===== config.mk =====
export PLATFORM = sky130hd
export DESIGN_NAME = seg_instruction_decode_hz
export DESIGN_NICKNAME = d
export VERILOG_FILES = /design/src/rtl/seg_instruction_decode_hz_pkg.sv /design/src/rtl/seg_instruction_decode_hz_reg_bank.sv /design/src/rtl/seg_instruction_decode_hz.sv
export SDC_FILE = /design/constraint.sdc
export NUM_CORES = 2
export LEC_CHECK = 0
export ABC_CLOCK_PERIOD_IN_PS = 5400
export CAP_MARGIN = 20
export CELL_PAD_IN_SITES_DETAIL_PLACEMENT = 1
export CELL_PAD_IN_SITES_GLOBAL_PLACEMENT = 2
export CORE_ASPECT_RATIO = 1.25
export CORE_MARGIN = 1.5
export CORE_UTILIZATION = 40
export DETAILED_ROUTE_END_ITERATION = 6
export DONT_BUFFER_PORTS = 1
export GPL_TIMING_DRIVEN = 1
export PLACE_DENSITY_LB_ADDON = 0.1
export SETUP_SLACK_MARGIN = 0.02
export SLEW_MARGIN = 20
export SYNTH_ARGS = -nofsm -noshare
export SYNTH_HDL_FRONTEND = slang
export SYNTH_HIERARCHICAL = 1
export SYNTH_SLANG_ARGS = --single-unit

===== constraint.sdc =====
create_clock -name i_clk -period 5.4 [get_ports i_clk]
set_input_delay 1.08 -clock i_clk [delete_from_list [all_inputs] [get_ports i_clk]]
set_output_delay 1.08 -clock i_clk [all_outputs]
set_load 0.01 [all_outputs]

===== src/rtl/seg_instruction_decode_hz_pkg.sv =====
// Shared MIPS decode definitions: opcodes, control bus layout, ALU-op encodings
// and the opcode-to-control lookup used by the ID stage.
package seg_instruction_decode_hz_pkg;

    localparam logic [5:0] OP_RTYPE = 6'h00;
    localparam logic [5:0] OP_BEQ   = 6'h04;
    localparam logic [5:0] OP_BNE   = 6'h05;
    localparam logic [5:0] OP_ADDI  = 6'h08;
    localparam logic [5:0] OP_SLTI  = 6'h0A;
    localparam logic [5:0] OP_ANDI  = 6'h0C;
    localparam logic [5:0] OP_ORI   = 6'h0D;
    localparam logic [5:0] OP_XORI  = 6'h0E;
    localparam logic [5:0] OP_LUI   = 6'h0F;
    localparam logic [5:0] OP_LW    = 6'h23;
    localparam logic [5:0] OP_SW    = 6'h2B;

    localparam logic [5:0] FUNCT_ADD = 6'h20;

    // Bit positions inside the control buses
    localparam int WB_REG_WRITE  = 1;
    localparam int WB_MEM_TO_REG = 0;
    localparam int MEM_BRANCH    = 2;
    localparam int MEM_READ      = 1;
    localparam int MEM_WRITE     = 0;
    localparam int EXC_REG_DST   = 2;
    localparam int EXC_ALU_SRC   = 1;
    localparam int EXC_LUI       = 0;

    typedef enum logic [1:0] {
        ALUOP_ADD   = 2'b00,
        ALUOP_SUB   = 2'b01,
        ALUOP_RTYPE = 2'b10,
        ALUOP_IMM   = 2'b11
    } aluop_e;

    typedef struct packed {
        logic [1:0] wb;
        logic [2:0] mem;
        logic [2:0] exc;
        logic [1:0] alu_op;
    } ctrl_t;

    function automatic ctrl_t decode_ctrl(input logic [5:0] op);
        ctrl_t c;
        c = '0;
        case (op)
            OP_RTYPE: c = '{wb: 2'b10, mem: 3'b000, exc: 3'b100, alu_op: ALUOP_RTYPE};
            OP_LW:    c = '{wb: 2'b11, mem: 3'b010, exc: 3'b010, alu_op: ALUOP_ADD};
            OP_SW:    c = '{wb: 2'b00, mem: 3'b001, exc: 3'b010, alu_op: ALUOP_ADD};
            OP_BEQ,
            OP_BNE:   c = '{wb: 2'b00, mem: 3'b100, exc: 3'b000, alu_op: ALUOP_SUB};
            OP_ADDI,
            OP_SLTI,
            OP_ANDI,
            OP_ORI,
            OP_XORI:  c = '{wb: 2'b10, mem: 3'b000, exc: 3'b010, alu_op: ALUOP_IMM};
            OP_LUI:   c = '{wb: 2'b10, mem: 3'b000, exc: 3'b011, alu_op: ALUOP_IMM};
            default:  c = '0;
        endcase
        return c;
    endfunction

    function automatic logic is_zero_ext(input logic [5:0] op);
        return (op == OP_ANDI) || (op == OP_ORI) || (op == OP_XORI);
    endfunction

endpackage


===== src/rtl/seg_instruction_decode_hz_reg_bank.sv =====
// General-purpose register bank: two read ports with write-first bypass,
// one write port, reg 0 hardwired to zero, synchronous clear.
module seg_instruction_decode_hz_reg_bank #(
    parameter int LEN     = 32,
    parameter int NB_ADDR = 5
) (
    input  logic               i_clk,
    input  logic               i_rst,
    input  logic               i_wr_en,
    input  logic [NB_ADDR-1:0] i_wr_addr,
    input  logic [LEN-1:0]     i_wr_data,
    input  logic [NB_ADDR-1:0] i_rd_addr_1,
    input  logic [NB_ADDR-1:0] i_rd_addr_2,
    output logic [LEN-1:0]     o_rd_data_1,
    output logic [LEN-1:0]     o_rd_data_2
);

    localparam int DEPTH = 2 ** NB_ADDR;

    logic [LEN-1:0] r_mem [DEPTH];

    // Storage: cleared on reset, reg 0 never written
    always_ff @(posedge i_clk) begin
        if (!i_rst) begin
            for (int i = 0; i < DEPTH; i++) begin
                r_mem[i] <= '0;
            end
        end else if (i_wr_en && (i_wr_addr != '0)) begin
            r_mem[i_wr_addr] <= i_wr_data;
        end
    end

    // Read port 1 with write-first bypass
    always_comb begin
        o_rd_data_1 = r_mem[i_rd_addr_1];
        if (i_rd_addr_1 == '0) begin
            o_rd_data_1 = '0;
        end else if (i_wr_en && (i_wr_addr == i_rd_addr_1)) begin
            o_rd_data_1 = i_wr_data;
        end else begin
            o_rd_data_1 = r_mem[i_rd_addr_1];
        end
    end

    // Read port 2 with write-first bypass
    always_comb begin
        o_rd_data_2 = r_mem[i_rd_addr_2];
        if (i_rd_addr_2 == '0) begin
            o_rd_data_2 = '0;
        end else if (i_wr_en && (i_wr_addr == i_rd_addr_2)) begin
            o_rd_data_2 = i_wr_data;
        end else begin
            o_rd_data_2 = r_mem[i_rd_addr_2];
        end
    end

endmodule


===== src/rtl/seg_instruction_decode_hz.sv =====
// MIPS instruction-decode stage: register bank, control decode, immediate
// extension, load-use stall / branch flush, and the ID/EX pipeline register.
module seg_instruction_decode_hz
    import seg_instruction_decode_hz_pkg::*;
#(
    parameter int LEN        = 32,
    parameter int NB_ADDR    = 5,
    parameter int NB_OPCODE  = 6,
    parameter int NB_WB_BUS  = 2,
    parameter int NB_MEM_BUS = 3,
    parameter int NB_EXC_BUS = 3,
    parameter int NB_ALUOP   = 2
) (
    input  logic                  i_clk,
    input  logic                  i_rst,
    input  logic                  i_valid,
    input  logic [LEN-1:0]        i_instruc,
    input  logic [LEN-1:0]        i_pc_plus4,
    input  logic                  i_wb_en,
    input  logic [NB_ADDR-1:0]    i_wb_addr,
    input  logic [LEN-1:0]        i_wb_data,
    input  logic                  i_ex_mem_read,
    input  logic [NB_ADDR-1:0]    i_ex_rt,
    input  logic                  i_flush,
    output logic                  o_stall,
    output logic                  o_valid,
    output logic [LEN-1:0]        o_read_data_1,
    output logic [LEN-1:0]        o_read_data_2,
    output logic [LEN-1:0]        o_addr_ext,
    output logic [LEN-1:0]        o_branch_target,
    output logic [NB_ADDR-1:0]    o_rs,
    output logic [NB_ADDR-1:0]    o_rt,
    output logic [NB_ADDR-1:0]    o_rd,
    output logic [NB_WB_BUS-1:0]  o_wb_bus,
    output logic [NB_MEM_BUS-1:0] o_mem_bus,
    output logic [NB_EXC_BUS-1:0] o_exc_bus,
    output logic [NB_ALUOP-1:0]   o_alu_op,
    output logic [NB_OPCODE-1:0]  o_funct
);

    logic [NB_OPCODE-1:0] w_opcode;
    logic [NB_OPCODE-1:0] w_funct;
    logic [NB_ADDR-1:0]   w_rs;
    logic [NB_ADDR-1:0]   w_rt;
    logic [NB_ADDR-1:0]   w_rd;
    logic [15:0]          w_imm;
    logic [LEN-1:0]       w_sext;
    logic [LEN-1:0]       w_addr_ext;
    logic [LEN-1:0]       w_branch_target;
    logic [LEN-1:0]       w_rd_data_1;
    logic [LEN-1:0]       w_rd_data_2;
    logic                 w_hazard;
    ctrl_t                w_ctrl;

    logic                  r_valid;
    logic [LEN-1:0]        r_read_data_1;
    logic [LEN-1:0]        r_read_data_2;
    logic [LEN-1:0]        r_addr_ext;
    logic [LEN-1:0]        r_branch_target;
    logic [NB_ADDR-1:0]    r_rs;
    logic [NB_ADDR-1:0]    r_rt;
    logic [NB_ADDR-1:0]    r_rd;
    logic [NB_WB_BUS-1:0]  r_wb_bus;
    logic [NB_MEM_BUS-1:0] r_mem_bus;
    logic [NB_EXC_BUS-1:0] r_exc_bus;
    logic [NB_ALUOP-1:0]   r_alu_op;
    logic [NB_OPCODE-1:0]  r_funct;

    assign w_opcode = i_instruc[31:26];
    assign w_rs     = i_instruc[25:21];
    assign w_rt     = i_instruc[20:16];
    assign w_rd     = i_instruc[15:11];
    assign w_imm    = i_instruc[15:0];
    assign w_funct  = i_instruc[5:0];

    seg_instruction_decode_hz_reg_bank #(
        .LEN     (LEN),
        .NB_ADDR (NB_ADDR)
    ) u_reg_bank (
        .i_clk       (i_clk),
        .i_rst       (i_rst),
        .i_wr_en     (i_wb_en),
        .i_wr_addr   (i_wb_addr),
        .i_wr_data   (i_wb_data),
        .i_rd_addr_1 (w_rs),
        .i_rd_addr_2 (w_rt),
        .o_rd_data_1 (w_rd_data_1),
        .o_rd_data_2 (w_rd_data_2)
    );

    // Control decode, gated off for empty IF/ID slots
    always_comb begin
        w_ctrl = '0;
        if (i_valid) begin
            w_ctrl = decode_ctrl(w_opcode);
        end else begin
            w_ctrl = '0;
        end
    end

    // Immediate extension selected by opcode
    always_comb begin
        w_sext     = {{(LEN-16){w_imm[15]}}, w_imm};
        w_addr_ext = w_sext;
        if (w_opcode == OP_LUI) begin
            w_addr_ext = {w_imm, 16'h0000};
        end else if (is_zero_ext(w_opcode)) begin
            w_addr_ext = {{(LEN-16){1'b0}}, w_imm};
        end else begin
            w_addr_ext = w_sext;
        end
    end

    assign w_branch_target = i_pc_plus4 + (w_sext << 2);

    // Load-use hazard: load in EX targets a source of the decoding instruction
    always_comb begin
        w_hazard = 1'b0;
        if (i_valid && i_ex_mem_read && (i_ex_rt != '0) &&
            ((i_ex_rt == w_rs) || (i_ex_rt == w_rt))) begin
            w_hazard = 1'b1;
        end else begin
            w_hazard = 1'b0;
        end
    end

    // A taken branch squashes the slot, so freezing the front end is pointless
    assign o_stall = i_rst & w_hazard & ~i_flush;

    // ID/EX pipeline register; flush and stall both load a bubble
    always_ff @(posedge i_clk) begin
        if (!i_rst || i_flush || w_hazard) begin
            r_valid         <= 1'b0;
            r_read_data_1   <= '0;
            r_read_data_2   <= '0;
            r_addr_ext      <= '0;
            r_branch_target <= '0;
            r_rs            <= '0;
            r_rt            <= '0;
            r_rd            <= '0;
            r_wb_bus        <= '0;
            r_mem_bus       <= '0;
            r_exc_bus       <= '0;
            r_alu_op        <= '0;
            r_funct         <= '0;
        end else begin
            r_valid         <= i_valid;
            r_read_data_1   <= w_rd_data_1;
            r_read_data_2   <= w_rd_data_2;
            r_addr_ext      <= w_addr_ext;
            r_branch_target <= w_branch_target;
            r_rs            <= w_rs;
            r_rt            <= w_rt;
            r_rd            <= w_rd;
            r_wb_bus        <= w_ctrl.wb;
            r_mem_bus       <= w_ctrl.mem;
            r_exc_bus       <= w_ctrl.exc;
            r_alu_op        <= w_ctrl.alu_op;
            r_funct         <= i_valid ? w_funct : '0;
        end
    end

    assign o_valid         = r_valid;
    assign o_read_data_1   = r_read_data_1;
    assign o_read_data_2   = r_read_data_2;
    assign o_addr_ext      = r_addr_ext;
    assign o_branch_target = r_branch_target;
    assign o_rs            = r_rs;
    assign o_rt            = r_rt;
    assign o_rd            = r_rd;
    assign o_wb_bus        = r_wb_bus;
    assign o_mem_bus       = r_mem_bus;
    assign o_exc_bus       = r_exc_bus;
    assign o_alu_op        = r_alu_op;
    assign o_funct         = r_funct;

endmodule


==> metrics.md <==
| Metric | Value |
|---|---|
| Worst vdd rail ir drop | 0.330 mV |
| Post-CTS Hold Fix Bufs | 0 |
| First-pass GRT wire length | 343000 µm |
| Drt pass-1 iters | 6 |
| Clk slew on worst S/H paths | about 0.060 ns |
| Relative slew slack | -36.8% |
| Yosys reg bits | between 1k and 1.5k |
| Clk pwr share | 41.6% |
| Post-synth EDFFs | around 1k |
| Slew Limit Fails | approximately 140 |
| # IOs | 273 |
| Synth Cell Area | 61600 µm² |
| Detailed placement HPWL | 153000 µm |
| H-tree depth | 4 |
| Final ANT Viol Nets | 0 |
| Clock Latency Late Sink | 0.82 ns |
| Bufs on Longest Clock Path | 3 |
| Row count | 160 |
| Switching Power | 5500 µW |
| TritonCTS clock tree | built |
| Nets | approximately 4.4k |
| Post-CTS setup buffer count | 0 |
| Flop pwr share | between 40 and 50% |
| CP Cell Sequence | nor4b_1 -> nor2_4 -> buf_4 -> a32o_1 -> and2_1 |
| Startpoint class of the critical path | primary input |
| Setup Skew | 0.0367 ns |
| Layout Area Growth over Synthesis | 10.6% |
| Vias in the first global route | between 40k and 50k |
| Setup TNS | 0 ns |
| Outcome | complete, but fails checks |
| Initial Utilization | 40.4% |
| Final setup violation count | 0 |
| Arrival @ worst endpoint | about 4.3 ns |
| Failing checks | max-slew violations |
| Resized Gates After CTS | 0 |
| Die height | around 440 µm |
| Buffers and inverters on the worst path | 1 |
| RSZ-0062 raised after global routing | false |
| Routability Congestion | 0.855 |
| Warnings from Yosys | 6 |
| Clock root buffer | clkbuf_16 |
| Leakage dissipation | ~0.024 µW |
| Post-Syn Instances | 4466 |
| Pin count of the biggest net entering global routing | 340 |
| Fraction of layout cells with a size suffix above 1 | 17.7% |
| Global route overflow | 0 |
| Placed cells | between 6k and 7k |
| Max Fclk | 281 MHz |
| Critical path endpoint category | flop |
| Hold/Removal Path Class | primary input to flop |
| P_int | 16700 µW |
| Seq. cell area | approximately 34000 µm² |
| Multi-input gate area in the final layout | 26200 µm² |
| Final period util | ~66% |
| Post-synthesis cell type count | 76 |
| Sw frac | roughly 25% |
| Initial antenna violation count | 16 |
| DRC | 0 |
| Synth Area per Inst | 13.8 µm² |
| Cts bufs inserted | between 100 and 150 |
| CP required | between 6 and 7 ns |
| Primary FF master, synth | edfxtp_1 |
| CP delay by family, top | simple AND/OR/NAND/NOR gates |
| DR vias/cell | approximately 6.4 |
| Finished Layout Cells | around 6.4k |
| Iter 0 DRT Violations | 4450 |
| Crit path largest cell delay | 1.16 ns |
| Fillers | 15.1k |
| Final Hold Viols | 0 |
| FFs w/ async S/R, synth | 0% |
| Worst Max-Slew Pin Slew | 2.05 ns |
| Die area | 156000 µm² |
| Port bufs | 0 |
| Sequential-to-total area share from yosys stat | between 50% and 60% |
| Comb power frac | 10.0% |
| Tmin final | 3.56 ns |
| Clock sinks | 1183 |
| Via Count | 41.0k |
| GRT Overall Usage | 31.7% |
| Crit Path Max Fanout | 324 |
| Max-cap viol count | 0 |
| P per Cell Area | 326 nW/µm² |
| DR WL/cell | between 30 and 40 µm |
| CORE AREA | 152000 µm² |
| Critical path's slowest cell | nor4b_1 |
| Post-Route WL | 250000 µm |
| Die width | 354 µm |
| Crit Path Class | primary input to flop |
-- stage by stage --
stage | power (µW) | setup WS [ns] | hold WS, ns | util, % | area [µm²]
6_report | 22200 | 1.84 | 0.343 | 44.7 | 68100
5_1_grt | 22800 | 2.06 | 0.329 | 44.7 | 68100
4_1_cts | 22300 | 2.25 | 0.293 | 44.7 | 68100
3_5_place_dp | 13100 | 1.68 | 0.942 | 41.8 | 63700
3_3_place_gp | 13100 | 1.57 | 0.944 | 41.8 | 63700
2_1_floorplan | 12500 | 0.763 | 0.757 | - | 61700
-- layout by cell type (no fill, tap or decap), types with 15 or more instances in the layout --
master,count
a211oi_1,35
a21o_1,25
a21oi_1,105
a221oi_1,23
a22oi_1,105
a32o_1,32
and2_1,1095
buf_12,18
buf_4,90
clkbuf_1,27
clkbuf_16,144
clkinv_1,24
clkinv_2,20
conb_1,32
dfxtp_1,159
edfxtp_1,1024
ha_1,29
mux2i_1,331
mux4_1,19
mux4_2,351
nand2_1,127
nand3_1,22
nor2_1,34
nor2_4,33
nor3_1,19
o21a_1,15
o21ai_0,75
o21ai_4,31
o221a_2,16
o221ai_1,39
o22ai_1,39
xnor2_1,23
-- logic make-up after synthesis --
family | after synthesis | synth area share, %
simple gates | 1418 | 13.6
flops | 1183 | 55.1
mux | 713 | 19.3
compound gates | 633 | 7.32
buf+inv | 460 | 3.65
fa+ha+maj | 30 | 0.622
xor+xnor | 28 | 0.398
other cells | 1 | 0.00609
-- final timing paths --
path                                               start                            to  slack (ns)  cells after the start
hold reg to reg   u_reg_bank/r_mem[22][25]$_SDFFCE_PN0P_  o_read_data_1[25]$_SDFF_PP0_        0.97                      5
hold / removal                             i_instruc[27]       o_mem_bus[2]$_SDFF_PP0_        0.34                      1
setup / recovery                           i_instruc[16]  o_read_data_2[12]$_SDFF_PP0_        1.84                      5
setup reg to reg   u_reg_bank/r_mem[3][30]$_SDFFCE_PN0P_  o_read_data_2[30]$_SDFF_PP0_        2.96                      5
-- metal layers --
| metal | up-vias | GRT usage, % | wire [µm] |
|---|---|---|---|
| li1 | 16600 | - | - |
| met1 | 22000 | 39.2 | 97100 |
| met2 | 1986 | 54.7 | 124000 |
| met5 | - | 0 | 0 |
| met4 | 0 | 12.8 | 10500 |
| met3 | 438 | 5.76 | 18200 |
-- cell usage after synthesis, types with 25 or more instances --
library cell,n,area (µm²)
a211oi_1,35,263
a21o_1,25,188
a21oi_1,106,531
a22oi_1,105,788
a32o_1,32,320
and2_1,1096,6860
buf_2,77,385
clkbuf_1,300,1130
dfxtp_1,159,3180
edfxtp_1,1024,30700
ha_1,29,363
mux2i_1,331,3310
mux4_2,351,7910
nand2_1,128,480
nor2_1,70,263
o21ai_0,107,536
o221ai_1,39,342
o22ai_1,39,244
-- flip-flops by register name, indices dropped and copies added (netlist names) --
register	count
o_addr_ext	32
o_alu_op	2
o_branch_target	32
o_exc_bus	3
o_funct	6
o_mem_bus	2
o_rd	5
o_read_data_1	32
o_read_data_2	32
o_rs	5
o_rt	5
o_valid	1
o_wb_bus	2
u_reg_bank/r_mem	1024
-- power groups by stage --
| stage | combinational (µW) | sequential, µW | clock (µW) |
|---|---|---|---|
| 2_1_floorplan | 1650 | 10800 | 0 |
| 3_3_place_gp | 2160 | 10900 | 0 |
| 3_5_place_dp | 2180 | 10900 | 0 |
| 4_1_cts | 2190 | 10800 | 9390 |
| 5_1_grt | 2280 | 10800 | 9660 |
| 6_report | 2220 | 10800 | 9250 |
-- final cells by class --
cell class,count,share of cell area [%]
clock buffers,183,5.68
repair buffers,108,1.52
well taps,2025,3.72
inverters,13,0.0717
clock inverters,61,0.724
flip-flops and latches,1183,49.8
multi-input cells,2854,38.4
diodes,13,0.0478
Note: power is estimated with default switching activity, not from simulation.
